File: src/rtl/logic_func_unit_pkg.sv
// Shared constants for the logic function unit: truth-table op codes,
// sweep bounds, FSM state encoding and the per-bit evaluation rule.
package logic_func_unit_pkg;

  localparam logic [3:0] OP_AND     = 4'h8;
  localparam logic [3:0] OP_OR      = 4'hE;
  localparam logic [3:0] OP_XOR     = 4'h6;
  localparam logic [3:0] OP_NOR     = 4'h1;
  localparam logic [3:0] OP_NAND    = 4'h7;
  localparam logic [3:0] OP_INHIBIT = 4'h4;

  localparam logic [1:0] SWEEP_LAST = 2'd3;

  typedef enum logic {
    IDLE  = 1'b0,
    SWEEP = 1'b1
  } state_t;

  // op is a truth table indexed by the {a,b} input combination
  function automatic logic eval_bit(input logic [3:0] op, input logic a, input logic b);
    return op[{a, b}];
  endfunction

endpackage

File: src/rtl/logic_func_unit_bit.sv
// One bit slice of the logic function unit: selects the truth-table entry
// addressed by the operand bit pair.
module logic_func_bit
  import logic_func_unit_pkg::*;
(
  input  logic [3:0] op,
  input  logic       a,
  input  logic       b,
  output logic       s
);

  assign s = eval_bit(op, a, b);

endmodule

File: src/rtl/logic_func_unit.sv
// Two-input bitwise function unit with a one-entry registered output stage
// and a truth-table sweep mode that emits op[0..3] as replicated results.
//
//   state | meaning
//   IDLE  | normal operand requests accepted, output holds last result
//   SWEEP | emitting op_q[idx] for idx 0..3, one per transfer-out
module logic_func_unit
  import logic_func_unit_pkg::*;
#(
  parameter int WIDTH = 8
) (
  input  logic             clk,
  input  logic             rst_n,
  input  logic [3:0]       op,
  input  logic [WIDTH-1:0] a,
  input  logic [WIDTH-1:0] b,
  input  logic             in_valid,
  output logic             in_ready,
  input  logic             sweep_start,
  output logic             sweep_busy,
  output logic [WIDTH-1:0] s,
  output logic [1:0]       out_idx,
  output logic             out_valid,
  input  logic             out_ready
);

  state_t           state;
  logic [1:0]       idx;
  logic [1:0]       idx_next;
  logic [3:0]       op_q;
  logic [WIDTH-1:0] f;
  logic             slot_free;
  logic             transfer;
  logic             accept;
  logic             start;

  for (genvar i = 0; i < WIDTH; i++) begin : g_bit
    logic_func_bit u_bit (
      .op (op),
      .a  (a[i]),
      .b  (b[i]),
      .s  (f[i])
    );
  end

  assign slot_free  = !out_valid || out_ready;
  assign transfer   = out_valid && out_ready;
  assign in_ready   = (state == IDLE) && !sweep_start && slot_free;
  assign accept     = in_valid && in_ready;
  assign start      = (state == IDLE) && sweep_start && slot_free;
  assign idx_next   = idx + 2'd1;
  assign sweep_busy = (state == SWEEP);

  always_ff @(posedge clk or negedge rst_n) begin
    if (!rst_n) begin
      state     <= IDLE;
      idx       <= '0;
      op_q      <= '0;
      s         <= '0;
      out_idx   <= '0;
      out_valid <= 1'b0;
    end else begin
      case (state)
        IDLE: begin
          if (start) begin
            // first sweep result comes straight from op; op_q takes over after
            state     <= SWEEP;
            op_q      <= op;
            idx       <= '0;
            s         <= {WIDTH{op[0]}};
            out_idx   <= '0;
            out_valid <= 1'b1;
          end else if (accept) begin
            s         <= f;
            out_idx   <= '0;
            out_valid <= 1'b1;
          end else if (transfer) begin
            out_valid <= 1'b0;
          end
        end
        SWEEP: begin
          if (transfer) begin
            if (idx == SWEEP_LAST) begin
              state     <= IDLE;
              idx       <= '0;
              out_idx   <= '0;
              out_valid <= 1'b0;
            end else begin
              idx     <= idx_next;
              s       <= {WIDTH{op_q[idx_next]}};
              out_idx <= idx_next;
            end
          end
        end
        default: state <= IDLE;
      endcase
    end
  end

endmodule

File: config.mk
export PLATFORM = sky130hd
export DESIGN_NAME = logic_func_unit
export DESIGN_NICKNAME = d
export VERILOG_FILES = /design/src/rtl/logic_func_unit_pkg.sv /design/src/rtl/logic_func_unit_bit.sv /design/src/rtl/logic_func_unit.sv
export SDC_FILE = /design/constraint.sdc
export NUM_CORES = 1
export LEC_CHECK = 0
export CORE_UTILIZATION = 46
export DETAILED_ROUTE_END_ITERATION = 8
export GPL_ROUTABILITY_DRIVEN = 0
export MAX_ROUTING_LAYER = met4
export PLACE_DENSITY = 0.91
export SLEW_MARGIN = 20
export SYNTH_ARGS = -nofsm -noshare
export SYNTH_HDL_FRONTEND = slang
export SYNTH_SLANG_ARGS = --single-unit
export TNS_END_PERCENT = 5
File: constraint.sdc
create_clock -name clk -period 1.8 [get_ports clk]
set_input_delay 0.27 -clock clk [delete_from_list [all_inputs] [get_ports clk]]
set_output_delay 0.27 -clock clk [all_outputs]
set_load 0.005 [all_outputs]
==> metrics.txt, run 1 <==
top post-synthesis cells by area=dfrtp_1 36%, mux4_2 16%, a41oi_1 6.4%; CP cell instances=clkdlybuf4s50_1; uppermost layer routed=met4; minimum clock period=1.64 ns; Layout fillers=187; multiplexer share of the synthesized area=0.208; list of most frequent post-synthesis cells=18 x dfrtp_1, 9 x a41oi_1, 9 x mux4_2; Ys Warns=0; Final Max Slew Viols=0; clk_lat worst skew=0.30 ns; WL/cell=16.7 µm; area of the mapped netlist=around 1200 µm²; Fin Setup TNS=0 ns; via count=~1100; RSZ-0062 raised after global routing=false; Max Clk Rate=609 MHz; most frequent cell after synthesis=dfrtp_1; Net Sw Power=0.804 mW; final hold slack=0.271 ns; main combinational cell family by area after synthesis=compound AO/OA/AOI/OAI gates; setup repair bufs after CTS=0; WL final=2820 µm; Final period util=0.912; Sw Share=0.369; Final #Nets=167; WS Path Type=reg2out; Setup violations, final=0; adder-cell share of the synthesized area=0.0101; sequential power share=0.336; Die X-Extent=approximately 54 µm; clock share of power=0.095; startpoint types=flip-flop; actual slew at the worst max-slew pin=0.396 ns; DIE AREA=2900 µm²; CTS HTree Levels=1; EDFF count, synth=0; TritonCTS clock tree=built; combinational power share=0.569; Hold/Removal Path Class=in2async; Post-synth top flop=dfrtp_1; Multi-input gate area=683 µm²; register area=about 450 µm²; DRC Markers=0; ANT cells=0; CP endpoint kind=primary output; Crit path largest cell delay=roughly 0.56 ns; TritonCTS Buffers=3; met2 wire len=about 1500 µm; crit path buf inv count=1; outcome=complete, no violations; Synth cell types=34; Synth area leader=dfrtp_1; Worst slew margin=0.736; drt pass-1 iters=4; Final Hold Vio Count=0; grt total ovfl=0; Worst Skew=roughly 0.0043 ns; Pint=about 1.4 mW; Reg2Reg Depth=4; post-DP HPWL=2330 µm; FP Rows=18; Mapped Cells=97; Iteration-0 DRC Markers=28; Worst-path clk slew=0.10 ns; number of register bits inferred by synthesis=18; critical-path maximum fanout=9; xor and xnor area share after synthesis=0; CP max stage cell=clkdlybuf4s50_1; met3 wire length=177 µm; Synth Area in Compound Gates=0.252; Die H=~54 µm; Post-Synth Simple-Gate Area=0.0818; fin cells=approximately 170; Critical Path AT=1.37 ns; leakage power=0.625 nW; Post-synth ARST share=1.00; first-pass GRT wire length=4570 µm; Post-Syn Nets=123; vias in the first global route=993; initial antenna violation count=0; # port buffers=37; clock sink total=18; remaining antenna violation count after routing=0; WP depth=1; Seq/Total Area, Yosys=0.364; Syn-to-layout area delta=33.7%; CP top delay family=buffers and inverters; share of post-route cells with drive strength above 1=0.216; PnR Total Power=2.18 mW; vias per cell=6.31; met1 WL=1060 µm; clk buf depth=2; maxcap violations=0; overall global routing resource usage=0.232; placed cells=around 170; largest net degree at the start of global routing=19; area of the core=2500 µm²; IO Pins=38; top cell type's share of synthesized area=0.364; Crit path required time=1.53 ns; power density over the cells=about 1300 nW/µm²; Initial Utilization=0.495; Root Driver=clkbuf_4; Max IR drop VDD=0.687 mV; Mapped Avg Cell Area=12.8 µm²
## power groups by stage
stage                     Combinational (mW)  Sequential (mW)  Clock (mW)
final                                   1.24            0.732       0.208
after global routing                    1.35            0.754       0.222
after CTS                               1.24            0.732       0.206
after detailed placement                1.24            0.742           0
after global placement                  1.18            0.722           0
after floorplan                        0.760            0.727           0
## cell usage in the layout (no fill, tap or decap), drive strengths merged, types with 2 or more instances in the layout
cell type and count:
nor3 2, o211ai 8, inv 5, a311oi 8, buf 10, clkbuf 3, a41oi 9, clkdlybuf4s50 36
dfrtp 18, a22o 4, mux2 4, nor2b 2, mux4 9, o21ai 6
## cell families after synthesis
| family | Yosys count |
|---|---|
| buffers and inverters | 13 |
| adders and majority gates | 1 |
| AOI/OAI and AO/OA | 39 |
| DFF | 18 |
| and+or+nand+nor | 12 |
| muxes | 14 |
## path summary, 6_finish.rpt
path                       slack (ns)                  from               endpoint
max in group asynchronous        1.33                 rst_n       s[5]$_DFFE_PN0P_
min in group clk                 0.50   op_q[3]$_DFFE_PN0P_    op_q[3]$_DFFE_PN0P_
setup / recovery                 0.16  sweep_busy$_DFF_PN0_             sweep_busy
hold / removal                   0.27                 rst_n  out_valid$_DFFE_PN0P_
setup reg to reg                 0.17    idx[0]$_DFFE_PN0P_       s[1]$_DFFE_PN0P_
hold reg to reg                  0.50   op_q[3]$_DFFE_PN0P_    op_q[3]$_DFFE_PN0P_
## through the flow
step | setup slack [ns] | utilization | cell area, µm²
5_1_grt | 0.108 | 0.663 | 1660
3_3_place_gp | 0.0408 | 0.654 | 1640
2_1_floorplan | 0.364 | - | 1240
3_5_place_dp | 0.00115 | 0.654 | 1640
6_report | 0.159 | 0.663 | 1660
4_1_cts | 0.169 | 0.663 | 1660
## per-layer routing
layer,track usage,vias up
met3,0.0254,5
met2,0.393,47
met1,0.283,517
li1,-,497
met5,-,-
met4,0.0833,0
## registers in the layout, indices dropped and copies added, names as in the netlist
register,count
s,8
sweep_busy,1
out_valid,1
op_q,4
out_idx,2
idx,2
## cell type report
| cell class | instances | area share |
|---|---|---|
| timing repair buffer | 47 | 0.268 |
| sequential | 18 | 0.272 |
| multi-input combinational | 66 | 0.412 |
| inverter | 5 | 0.0113 |
| clock buffer | 3 | 0.0136 |
| tap | 30 | 0.0227 |
## timing repair
action | 4_1_cts | 5_1_grt
gates resized for setup | 1 | 0
setup endpoints to repair | 1 | 0
hold buffers | 0 | 0
(Power assumes the default switching activity.)
==> inputs of run 2 (changes only) <==
--- a/config.mk
+++ b/config.mk
@@ -5,7 +5,7 @@
 export SDC_FILE = /design/constraint.sdc
 export NUM_CORES = 1
 export LEC_CHECK = 0
-export CORE_UTILIZATION = 46
+export CORE_UTILIZATION = 45
 export DETAILED_ROUTE_END_ITERATION = 8
 export GPL_ROUTABILITY_DRIVEN = 0
 export MAX_ROUTING_LAYER = met4
@@ -13,5 +13,6 @@
 export SLEW_MARGIN = 20
 export SYNTH_ARGS = -nofsm -noshare
 export SYNTH_HDL_FRONTEND = slang
+export SYNTH_HIERARCHICAL = 1
 export SYNTH_SLANG_ARGS = --single-unit
 export TNS_END_PERCENT = 5
==> metrics.txt, run 2 <==
outcome=complete, no violations; ANT cells=0; TritonCTS clock tree=built; WS Path Type=reg2reg; Iteration-0 DRC Markers=26; power density over the cells=1510 nW/µm²; Fin Setup TNS=0 ns; Max Clk Rate=580 MHz; DIE AREA=2680 µm²; final hold slack=0.275 ns; WL final=2660 µm; top cell type's share of synthesized area=0.404; share of post-route cells with drive strength above 1=0.219; clock share of power=0.106; via count=a little under 1000; # port buffers=37; Setup violations, final=0; Root Driver=clkbuf_4; Net Sw Power=0.927 mW; most frequent cells in the layout=35 x clkdlybuf4s50_1, 17 x dfrtp_1, 10 x nor2_1; top post-synthesis cells by area=dfrtp_1 40%, mux4_2 16%, a31oi_1 4.5%; post-DP HPWL=2020 µm; Hold/Removal Path Class=in2async; EDFF count, synth=0; Max IR drop VDD=1.07 mV; largest net degree at the start of global routing=19; TritonCTS Buffers=3; vias per cell=5.64; DRC Markers=0; CTS HTree Levels=1; CP max stage cell=dfrtp_1; most frequent cell after synthesis=dfrtp_1; Mapped Cells=100; vias in the first global route=a little over 900; area of the mapped netlist=roughly 1100 µm²; area of the core=2280 µm²; Layout fillers=~140; Worst slew margin=0.677; Synth area leader=dfrtp_1; Mapped Avg Cell Area=11.2 µm²; Largest register FFs=8; WL/cell=15.3 µm; clk_lat worst skew=roughly 0.31 ns; Worst Skew=0.00196 ns; Post-synth top flop=dfrtp_1; Post-Syn Nets=~130; Sw Share=0.382; Crit path largest cell delay=roughly 0.45 ns; Synth cell types=27; Initial Utilization=0.490; clock sink total=18; Syn-to-layout area delta=44.3%; Pint=~1.5 mW; actual slew at the worst max-slew pin=just under 0.5 ns; list of most frequent post-synthesis cells=18 x dfrtp_1, 10 x nor2_1, 9 x nand2_1; startpoint types=flip-flop; Worst-path clk slew=0.10 ns; commonest non-fill, non-tap cell in the layout=clkdlybuf4s50_1; overall global routing resource usage=0.232; Final #Nets=approximately 170; sequential power share=0.310; combinational power share=0.584; initial antenna violation count=0; Final period util=0.958; # hold bufs at CTS=0; IO Pins=38; number of register bits inferred by synthesis=18; leading registers by flop count=s (8), op_q (4); Crit path required time=1.97 ns; maxcap violations=0; Seq/Total Area, Yosys=0.404; FP Rows=17; clk buf depth=2; Die H=51.8 µm; critical-path maximum fanout=7; Ys Warns=6; RSZ-0062 raised after global routing=false; Post-synth ARST share=1.00; Critical Path AT=about 1.9 ns; first-pass GRT wire length=4240 µm; PnR Total Power=2.43 mW; Final Max Slew Viols=0; Final Hold Vio Count=0; remaining antenna violation count after routing=0; Largest Register=s; CP endpoint kind=flip-flop; CP cell instances=ha_4 > mux2i_1 > nor3_1 > a211oi_4 > a31oi_1; minimum clock period=1.72 ns; drt pass-1 iters=4; grt total ovfl=0; Die X-Extent=51.8 µm; leakage power=around 0.66 nW
## run 2: final timing paths
check | slack [ns] | endpoint | cells past startpoint | from
max | 0.08 | s[7]$_DFFE_PN0P_ | 5 | idx[0]$_DFFE_PN0P_
min | 0.28 | op_q[2]$_DFFE_PN0P_ | 2 | rst_n
max in group asynchronous | 1.32 | sweep_busy$_DFF_PN0_ | 2 | rst_n
max reg2reg | 0.08 | s[7]$_DFFE_PN0P_ | 5 | idx[0]$_DFFE_PN0P_
min in group clk | 0.53 | op_q[0]$_DFFE_PN0P_ | 1 | op_q[0]$_DFFE_PN0P_
min reg2reg | 0.53 | op_q[0]$_DFFE_PN0P_ | 1 | op_q[0]$_DFFE_PN0P_
## run 2: cell families after synthesis
| logic type | synth area share |
|---|---|
| fa+ha+maj | 0.0112 |
| flops | 0.404 |
| mux | 0.220 |
| compound gates | 0.172 |
| simple gates | 0.136 |
| buf+inv | 0.0583 |
## run 2: power by group through the flow
stage	logic [mW]	clock network, mW	registers [mW]
2_1_floorplan	0.862	0	0.739
3_3_place_gp	1.28	0	0.751
3_5_place_dp	1.33	0	0.770
4_1_cts	1.40	0.262	0.743
5_1_grt	1.54	0.281	0.776
6_report	1.42	0.257	0.754
## run 2: cell type report
cell class | instances | area, µm² | share of cell area
clock buffers | 4 | 36.3 | 0.0225
inverters | 5 | 18.8 | 0.0117
multi-input cells | 72 | 613 | 0.381
flip-flops and latches | 18 | 452 | 0.280
well taps | 28 | 35.0 | 0.0218
repair buffers | 47 | 455 | 0.283
## run 2: worst max-delay path: cells and delay by family, from the launching register on
family	cells	cell delay [ns]
AOI/OAI and AO/OA	2	0.50
DFF	1	0.45
adders and majority gates	1	0.31
muxes	1	0.21
and+or+nand+nor	1	0.12
## run 2: repair_timing
| item | in CTS | in global routing |
|---|---|---|
| pin swaps | 0 | 1 |
| gates resized for setup | 3 | 1 |
| setup endpoints to repair | 1 | 7 |
| setup buffers | 2 | 0 |
## run 2: metrics by stage
step / setup WS (ns) / instances / util / instance area, µm²
after floorplan: 0.268 / 100 / - / 1120
after detailed placement: -0.00579 / 168 / 0.680 / 1550
after global routing: 0.00428 / 174 / 0.708 / 1610
after CTS: 0.00962 / 174 / 0.702 / 1600
final: 0.0760 / 174 / 0.708 / 1610
after global placement: 0.00191 / 168 / 0.680 / 1550
## run 2: layer usage
layer  up-vias  GRT usage  part of all wire
li1        463          -                 -
met1       463      0.272              0.40
met2        48      0.381              0.52
met3         7     0.0556             0.063
met4         0     0.0991             0.023
met5         -          -                 0
==> patch (flow settings as in run 1) <==
Add an input register stage for `sweep_start`; this delays it by one clock. The other inputs are not delayed to match.
--- a/src/rtl/logic_func_unit.sv
+++ b/src/rtl/logic_func_unit.sv
@@ -24,6 +24,12 @@
   input  logic             out_ready
 );
 
+  logic sweep_start_q;
+
+  always_ff @(posedge clk) begin
+    sweep_start_q <= sweep_start;
+  end
+
   state_t           state;
   logic [1:0]       idx;
   logic [1:0]       idx_next;
@@ -45,9 +51,9 @@
 
   assign slot_free  = !out_valid || out_ready;
   assign transfer   = out_valid && out_ready;
-  assign in_ready   = (state == IDLE) && !sweep_start && slot_free;
+  assign in_ready   = (state == IDLE) && !sweep_start_q && slot_free;
   assign accept     = in_valid && in_ready;
-  assign start      = (state == IDLE) && sweep_start && slot_free;
+  assign start      = (state == IDLE) && sweep_start_q && slot_free;
   assign idx_next   = idx + 2'd1;
   assign sweep_busy = (state == SWEEP);
 
Check against the original RTL: not equivalent (Yosys sat finds a counterexample within 4 cycles, from zero or initial values and one cycle with rst_n low).
==> patch against run 1 <==
Wire length shrank 2.9%. Synthesized area increased by 2.8%. Setup slack improved by 9.9 ps. Register-to-register slack better by 20 ps. Power up 2.6%. Critical path depth up 1. Final area is 2.0% higher. Sequential cell count grew 1. Critical path type unchanged. Maximum frequency grew 0.61%. Cell count grew 2.4%. Worst hold slack gained 19 ps. Via count rose by 1.9%.
==> patch: results (changes against run 1) <==
| Metric | Value |
|---|---|
| Post-Synth Adder-Cell Area | 0.982% (-0.028 points) |
| RR Startpoint | idx[1] |
| Initial DRC count | 19 (-32%) |
| Net Sw Power | 0.812 mW (+0.95%) |
| CP peak stage delay | 510 ps (-50 ps) |
| Pre-CTS WS | -72.8 ps (-74.0 ps) |
| Post-synth cell types | 32 (-5.9%) |
| Routed met1 length | 1140 um (+7.0%) |
| RR Endpoint | s[2] |
| Worst Setup SP | out_valid |
| Run status | completed |
| First-pass GRT wire length | 4750 um (+3.9%) |
| Via Count | 1086 (+1.9%) |
| Critical path destination | out_valid |
| GR Util met2 | 37.8% (-1.5 points) |
| Cell Area, Placed | 0.00166 sq mm (+1.8%) |
| Met2 WL post-DR | 1400 um (-8.5%) |
| GR Util met3 | 3.89% (+1.3 points) |
| Pre-antenna DRT Iters | 5 (+1) |
| Async set-reset flop share out of synthesis | 94.7% (-5.3 points) |
| Fmax | 613 MHz (+0.61%) |
| Seq/Total Area, Yosys | 36.9% (+0.57 points) |
| Crit-path max FO | 11 (+2) |
| Vias in the first global route | 1042 (+4.9%) |
| Final worst clock skew | 4.35 ps (+0.0371 ps) |
| Syn avg cell area | 12.9 sq um (+0.75%) |
| # nets final | 170 (+1.8%) |
| CTS resizes | 3 (+2) |
| Compound-cell area share of the yosys netlist | 23.5% (-1.7 points) |
| Synth Net Count | 125 (+1.6%) |
| Utilization after layout | 66.4% (+0.11 points) |
| Met3 routed WL | 183 um (+3.4%) |
| Yosys warns | 0 (unchanged) |
| Reg2reg setup slack | 190 ps (+20 ps) |
| M1 GR Usage | 29.2% (+0.87 points) |
| Gr usage total | 23.0% (-0.19 points) |
| Fraction of layout cells with a size suffix above 1 | 20.3% (-1.3 points) |
| Post-Route WL | 2740 um (-2.9%) |
| DP HPWL | 2190 um (-6.0%) |
| Worst rel slew slack | 69.3% (-4.3 points) |
| Minimum hold slack | 290 ps (+19.0 ps) |
| Avg WL per Cell | 15.8 um (-5.2%) |
| Static Leakage | 0.651 nW (+4.2%) |
| Post-synth top cells | 18 x dfrtp_1, 9 x a41oi_1, 8 x a311oi_1, 8 x o211ai_1 |
| Mux cell area share after synthesis | 20.9% (+0.12 points) |
| R2R cell count | 4 (unchanged) |
| Clock buffer count from CTS | 3 (unchanged) |
| Worst VDD drop | 0.973 mV (+42%) |
| Fill count | 179 (-4.3%) |
| Dominant cells by area after synthesis | dfrtp_1 35%, mux4_1 10%, mux4_2 7.1%, a41oi_1 6.2%, a311oi_1 5.5% |
patch: cell families after synthesis:
| kind of cell | count (synthesis) |
|---|---|
| fa+ha+maj | 1 |
| compound gates | 37 |
| flops | 19 |
| simple gates | 16 |
| buf+inv | 13 |
| mux | 13 |
patch: power by group through the flow:
stage | Sequential (mW) | Clock, mW | Combinational [mW]
after global placement | 0.749 | 0 | 1.20
after CTS | 0.761 | 0.212 | 1.27
after detailed placement | 0.770 | 0 | 1.26
after floorplan | 0.754 | 0 | 0.781
after global routing | 0.781 | 0.240 | 1.40
final | 0.759 | 0.206 | 1.27
patch: layout make-up:
type | count | share of cell area, %
well taps | 30 | 2.22
clock buffers | 4 | 1.56
multi-input cells | 67 | 40.3
flip-flops and latches | 19 | 27.9
inverters | 4 | 0.889
repair buffers | 49 | 27.1
patch: worst max-delay path, delay by kind of cell, from the launching register on:
family | cells | cell delay (ps)
buf+inv | 2 | 690
flops | 1 | 380
